===== src/rtl/bp_cce_deserializer.sv =====
// Coalesces pairs of 32-bit BedRock mem command beats into one 64-bit command and
// splits the 64-bit response back into two 32-bit beats. Optional checking: BP_CCE_DESERIALIZER_CHECK_EN.
module bp_cce_deserializer
  #(parameter int bp_params_p = 0  // 0 selects e_bp_default_cfg
  , localparam int paddr_width_p = (bp_params_p == 0) ? 40 : 56
  , localparam int lce_id_width_p = 4
  , localparam int lce_assoc_p = 8
  , localparam int dword_width_gp = 64
  , localparam int word_width_gp = 32
  , localparam int way_width_lp = $clog2(lce_assoc_p)
  , localparam int payload_width_lp = lce_id_width_p + way_width_lp
  , localparam int addr_lsb_lp = 8
  , localparam int size_lsb_lp = addr_lsb_lp + paddr_width_p
  , localparam int hdr_width_lp = size_lsb_lp + 3 + payload_width_lp
  , localparam int cce_mem_msg_width_lp = hdr_width_lp + dword_width_gp
  , localparam int split_mem_msg_width_lp = hdr_width_lp + word_width_gp
  )
  (input  logic                              clk_i
  , input  logic                              reset_ni
  , input  logic [split_mem_msg_width_lp-1:0] io_cmd_i
  , input  logic                              io_cmd_v_i
  , output logic                              io_cmd_ready_and_o
  , output logic [split_mem_msg_width_lp-1:0] io_resp_o
  , output logic                              io_resp_v_o
  , input  logic                              io_resp_ready_and_i
  , output logic [cce_mem_msg_width_lp-1:0]   io_cmd_o
  , output logic                              io_cmd_v_o
  , input  logic                              io_cmd_ready_and_i
  , input  logic [cce_mem_msg_width_lp-1:0]   io_resp_i
  , input  logic                              io_resp_v_i
  , output logic                              io_resp_ready_and_o
  , output logic                              error_o
  );

  typedef enum logic [2:0] {
    e_bedrock_msg_size_1 = 3'd0,
    e_bedrock_msg_size_2 = 3'd1,
    e_bedrock_msg_size_4 = 3'd2,
    e_bedrock_msg_size_8 = 3'd3
  } bp_bedrock_msg_size_e;

  typedef enum logic [2:0] {e_lo, e_hi, e_send, e_wait, e_resp_lo, e_resp_hi} state_e;

  state_e state, state_n;

  logic [hdr_width_lp-1:0]   cmd_hdr_r, resp_hdr_r, cmd_hdr, resp_hdr;
  logic [word_width_gp-1:0]  lo_word_r, hi_word_r;
  logic [dword_width_gp-1:0] resp_data_r;
  logic [paddr_width_p-1:0]  base_addr, hi_addr;
  logic                      cmd_hs, wide_resp_hs;
  logic                      unused_bits;

  assign cmd_hs       = io_cmd_v_i & io_cmd_ready_and_o;
  assign wide_resp_hs = io_resp_v_i & io_resp_ready_and_o;
  assign base_addr    = cmd_hdr_r[addr_lsb_lp+:paddr_width_p];
  assign hi_addr      = base_addr + paddr_width_p'(4);
  assign unused_bits  = ^{cmd_hdr_r[size_lsb_lp+:3], resp_hdr_r[size_lsb_lp+:3],
                          resp_hdr_r[addr_lsb_lp+:paddr_width_p]};

  always_ff @(posedge clk_i or negedge reset_ni) begin
    if (!reset_ni) state <= e_lo;
    else           state <= state_n;
  end

  always_comb begin
    state_n = state;
    unique case (state)
      e_lo:      if (cmd_hs) state_n = e_hi;
      e_hi:      if (cmd_hs) state_n = e_send;
      e_send:    if (io_cmd_ready_and_i) state_n = e_wait;
      e_wait:    if (wide_resp_hs) state_n = e_resp_lo;
      e_resp_lo: if (io_resp_ready_and_i) state_n = e_resp_hi;
      e_resp_hi: if (io_resp_ready_and_i) state_n = e_lo;
      default:   state_n = e_lo;
    endcase
  end

  // Command ready is gated by reset so it reads 0 while reset is held.
  always_comb begin
    io_cmd_ready_and_o  = reset_ni & ((state == e_lo) | (state == e_hi));
    io_cmd_v_o          = (state == e_send);
    io_resp_ready_and_o = (state == e_wait);
    io_resp_v_o         = (state == e_resp_lo) | (state == e_resp_hi);

    cmd_hdr = cmd_hdr_r;
    cmd_hdr[size_lsb_lp+:3] = e_bedrock_msg_size_8;
    io_cmd_o = {hi_word_r, lo_word_r, cmd_hdr};

    resp_hdr = resp_hdr_r;
    resp_hdr[size_lsb_lp+:3] = e_bedrock_msg_size_4;
    resp_hdr[addr_lsb_lp+:paddr_width_p] = (state == e_resp_hi) ? hi_addr : base_addr;
    io_resp_o = {((state == e_resp_hi) ? resp_data_r[dword_width_gp-1:word_width_gp]
                                       : resp_data_r[word_width_gp-1:0]), resp_hdr};
  end

  always_ff @(posedge clk_i or negedge reset_ni) begin
    if (!reset_ni) begin
      cmd_hdr_r   <= '0;
      resp_hdr_r  <= '0;
      lo_word_r   <= '0;
      hi_word_r   <= '0;
      resp_data_r <= '0;
    end else begin
      if (cmd_hs && state == e_lo) begin
        cmd_hdr_r <= io_cmd_i[hdr_width_lp-1:0];
        lo_word_r <= io_cmd_i[hdr_width_lp+:word_width_gp];
      end
      if (cmd_hs && state == e_hi)
        hi_word_r <= io_cmd_i[hdr_width_lp+:word_width_gp];
      if (wide_resp_hs) begin
        resp_hdr_r  <= io_resp_i[hdr_width_lp-1:0];
        resp_data_r <= io_resp_i[hdr_width_lp+:dword_width_gp];
      end
    end
  end

`ifdef BP_CCE_DESERIALIZER_CHECK_EN
  logic                     error_r, beat_fault;
  logic [paddr_width_p-1:0] beat_addr;

  always_comb begin
    beat_addr  = io_cmd_i[addr_lsb_lp+:paddr_width_p];
    beat_fault = 1'b0;
    if (state == e_lo)
      beat_fault = (io_cmd_i[size_lsb_lp+:3] != e_bedrock_msg_size_4) | beat_addr[2];
    else if (state == e_hi)
      beat_fault = (io_cmd_i[3:0] != cmd_hdr_r[3:0]) | (beat_addr != hi_addr);
  end

  always_ff @(posedge clk_i or negedge reset_ni) begin
    if (!reset_ni)                 error_r <= 1'b0;
    else if (cmd_hs && beat_fault) error_r <= 1'b1;
  end

  assign error_o = error_r;
`else
  assign error_o = 1'b0;
`endif

endmodule


===== config.mk =====
export PLATFORM = sky130hd
export DESIGN_NAME = bp_cce_deserializer
export DESIGN_NICKNAME = d
export VERILOG_FILES = /design/src/rtl/bp_cce_deserializer.sv
export SDC_FILE = /design/constraint.sdc
export NUM_CORES = 1
export LEC_CHECK = 0
export ABC_CLOCK_PERIOD_IN_PS = 4700
export BUFFER_PORTS_ARGS = -buffer_cell sky130_fd_sc_hd__buf_2
export CAP_MARGIN = 0
export CORE_AREA = 4 4 128 252
export DETAILED_ROUTE_END_ITERATION = 16
export DIE_AREA = 0 0 132 256
export GPL_TIMING_DRIVEN = 0
export PLACE_DENSITY = 0.57
export SYNTH_ARGS = -nofsm -noshare
export SYNTH_HDL_FRONTEND = slang
export SYNTH_SLANG_ARGS = --single-unit

===== constraint.sdc =====
create_clock -name clk_i -period 4.7 [get_ports clk_i]
set_input_delay 1.41 -clock clk_i [delete_from_list [all_inputs] [get_ports clk_i]]
set_output_delay 1.41 -clock clk_i [all_outputs]
set_load 0.01 [all_outputs]

==> impl_metrics.json <==
{
  "status": "complete, no violations",
  "drc": 0,
  "final_common_cell": "buf_2",
  "die_x_um": 132,
  "synth-edff-count": 0,
  "reg2reg_to": "cmd_hdr_r[29]",
  "grtUsageMet2_pct": 31.9,
  "rsz0062_at_grt": "no",
  "maxSlewViolCount": 0,
  "hp-start": "lo_word_r[24]",
  "drt-initial-drc-count": 256,
  "critPathKind": "in2out",
  "postSynthCellCount": 681,
  "synth_area_mm2": 0.00897,
  "wl_mm": 28.2,
  "final_nets": 1310,
  "avgSynthCellArea_um2": 13.2,
  "synth_cell_types": 35,
  "fmax_mhz": 233,
  "io_pins": 435,
  "setup_ws_ns": 0.412,
  "max-cap-violations": 0,
  "yosysSeqAreaShare_pct": 56.1,
  "via_per_inst": 4.59,
  "grtUsageTotal_pct": 16.2,
  "grt_overflow": 0,
  "htreeDepth": 1,
  "hold_slack_ns": 0.499,
  "skew_ns": 0.0196,
  "top_usage_layer": "met2",
  "setup_viol": 0,
  "finalCritPeriodShare_pct": 91.2,
  "cts_buffer_depth": 3,
  "clock_latency_ns": 0.51,
  "whs_path_depth": 1,
  "worstRegToRegCells": 5,
  "cts_tree": "yes",
  "rrSetupSlack_ns": 2.44,
  "post_dp_cell_area_mm2": 0.0114,
  "synth_top_cell_area_share_pct": 56.1,
  "post-place-ws_ns": 0.0719,
  "cts-root-buf": "clkbuf_16",
  "antenna_found_initial": 7,
  "endpoint_kind": "output pin",
  "p_total_uw": 8390,
  "seq_area_mm2": 0.00503,
  "hold_path_end": "lo_word_r[24]",
  "critPathArrivalTime_ns": 2.88,
  "hpwl_mm": 22.2,
  "area_growth_pct": 34.7,
  "port_buffers": 381,
  "utilization_pct": 39.9,
  "path_clk_slew_ns": 0.06,
  "required_ns": 3.29,
  "yosysWarnings": 0,
  "worstHoldPathType": "reg2reg",
  "worst_pin_slew_ns": 0.785,
  "use_met3_pct": 3.34,
  "die-height_um": 256,
  "wire_per_inst_um": 19.1,
  "leakage_uw": 0.00608,
  "cts_resized": 0,
  "clkSinkCount": 201,
  "crit_path_start_kind": "input port",
  "worstPathMaxFanout": 107,
  "nFillCells": 3000,
  "grtUsageMet1_pct": 16.3,
  "ys_async_sr_fraction_pct": 100,
  "synth_flop_cell": "dfrtp_1",
  "layout_min_cycle_time_ns": 4.29,
  "grt_pass1_vias": 7302,
  "fin_area_mm2": 0.0121,
  "core_area_mm2": 0.0303,
  "postCtsSetupBuffers": 0,
  "synthTopCellsByArea": "dfrtp_1, mux2_2, mux2_4",
  "die_area_mm2": 0.0338,
  "drt_first_pass_iters": 4,
  "grt_max_degree": 108,
  "max_slew_margin_pct": 47.7,
  "vias": 6799,
  "ir_drop_mv": 0.370,
  "cts_buffers": 21,
  "r2r-start": "state[1]",
  "multiInputGateArea_mm2": 0.00367,
  "grt_pass1_wl_mm": 43.1,
  "mostFrequentLayoutCells": "buf_2, dfrtp_1, mux2_2",
  "drive_gt1_share_pct": 59.6,
  "power_density_mw_per_mm2": 694,
  "std_cell_rows": 90,
  "initial_core_util_pct": 29.6,
  "synth_top_cell_by_area": "dfrtp_1",
  "hold_viol": 0,
  "detail-route-antenna-nets": 0,
  "synth-seq-cells": 201,
  "cts_hold_buf": 0,
  "routabilityCongestion": 0.823
}
[sequential cells by signal (all words and copies together), names as in the netlist]
| name | count |
|---|---|
| cmd_hdr_r | 55 |
| hi_word_r | 32 |
| lo_word_r | 32 |
| resp_data_r | 64 |
| resp_hdr_r | 15 |
| state | 3 |
[critical path, cell delays in order]
cell,delay (ns)
buf_8,0.52
buf_16,0.40
nor3b_1,0.23
buf_2,0.16
[stage by stage]
stage / TNS (ns) / instances
2_1_floorplan: 0 / 686
3_3_place_gp: -614.37 / 1435
6_report: 0 / 1480
5_1_grt: 0 / 1480
3_5_place_dp: 0 / 1436
4_1_cts: 0 / 1474
[cell families (layout without fill, tap and decap cells)]
kind of cell	Yosys count	count (layout)	synth area share, %
DFF	201	201	56.1
and+or+nand+nor	190	190	10.4
adders and majority gates	1	1	0.139
muxes	197	197	26.0
buffers and inverters	47	467	3.21
other	2	13	0.0837
xor gates and xnor gates	38	38	3.71
AOI/OAI and AO/OA	5	5	0.335
[power breakdown]
part           total [uW]  internal [uW]  switching (uW)
clock                1650            945             706
sequential           3240           2610             632
combinational        3500           1790            1710
total                8390           5340            3050
[cell type report]
cell class	count	share of cell area (%)
multi-input cells	438	30.4
clock inverters	10	0.684
inverters	2	0.0828
well taps	368	3.81
flip-flops and latches	201	41.6
repair buffers	382	16.1
plain buffers	45	2.30
clock buffers	28	4.90
diodes	6	0.124
[synth_stat cells (2+ instances only)]
master,n
xor2_1,5
and4_1,9
nand3_1,10
and2_1,4
nor3_1,3
nor2_1,6
buf_6,5
buf_2,21
clkbuf_1,6
conb_1,2
mux2_4,30
nor4_4,2
xnor2_1,33
dfrtp_1,201
nand4_1,22
nor4_2,2
nor2b_1,2
mux2_2,167
nand2_1,117
o21ai_0,2
buf_4,12
and3_1,7
[routing by layer]
layer	vias to the layer above	share of wire (%)
li1	3157	-
met1	3342	34
met2	256	57
met3	42	6.1
met4	2	2.7
met5	-	0.064
[how the worst max path moves through the flow]
| stage | slack [ns] | startpoint | endpoint | cells after the start |
|---|---|---|---|---|
| 2_1_floorplan | 1.57 | reset_ni | io_cmd_ready_and_o | 1 |
| 3_3_place_gp | -3.10 | reset_ni | cmd_hdr_r[28] | 6 |
| 3_5_place_dp | 0.07 | reset_ni | cmd_hdr_r[35] | 7 |
| 4_1_cts | 0.29 | reset_ni | io_cmd_ready_and_o | 4 |
| 5_1_grt | 0.19 | reset_ni | io_cmd_ready_and_o | 4 |
| 6_report | 0.41 | reset_ni | io_cmd_ready_and_o | 4 |
(Power assumes the default switching activity.)
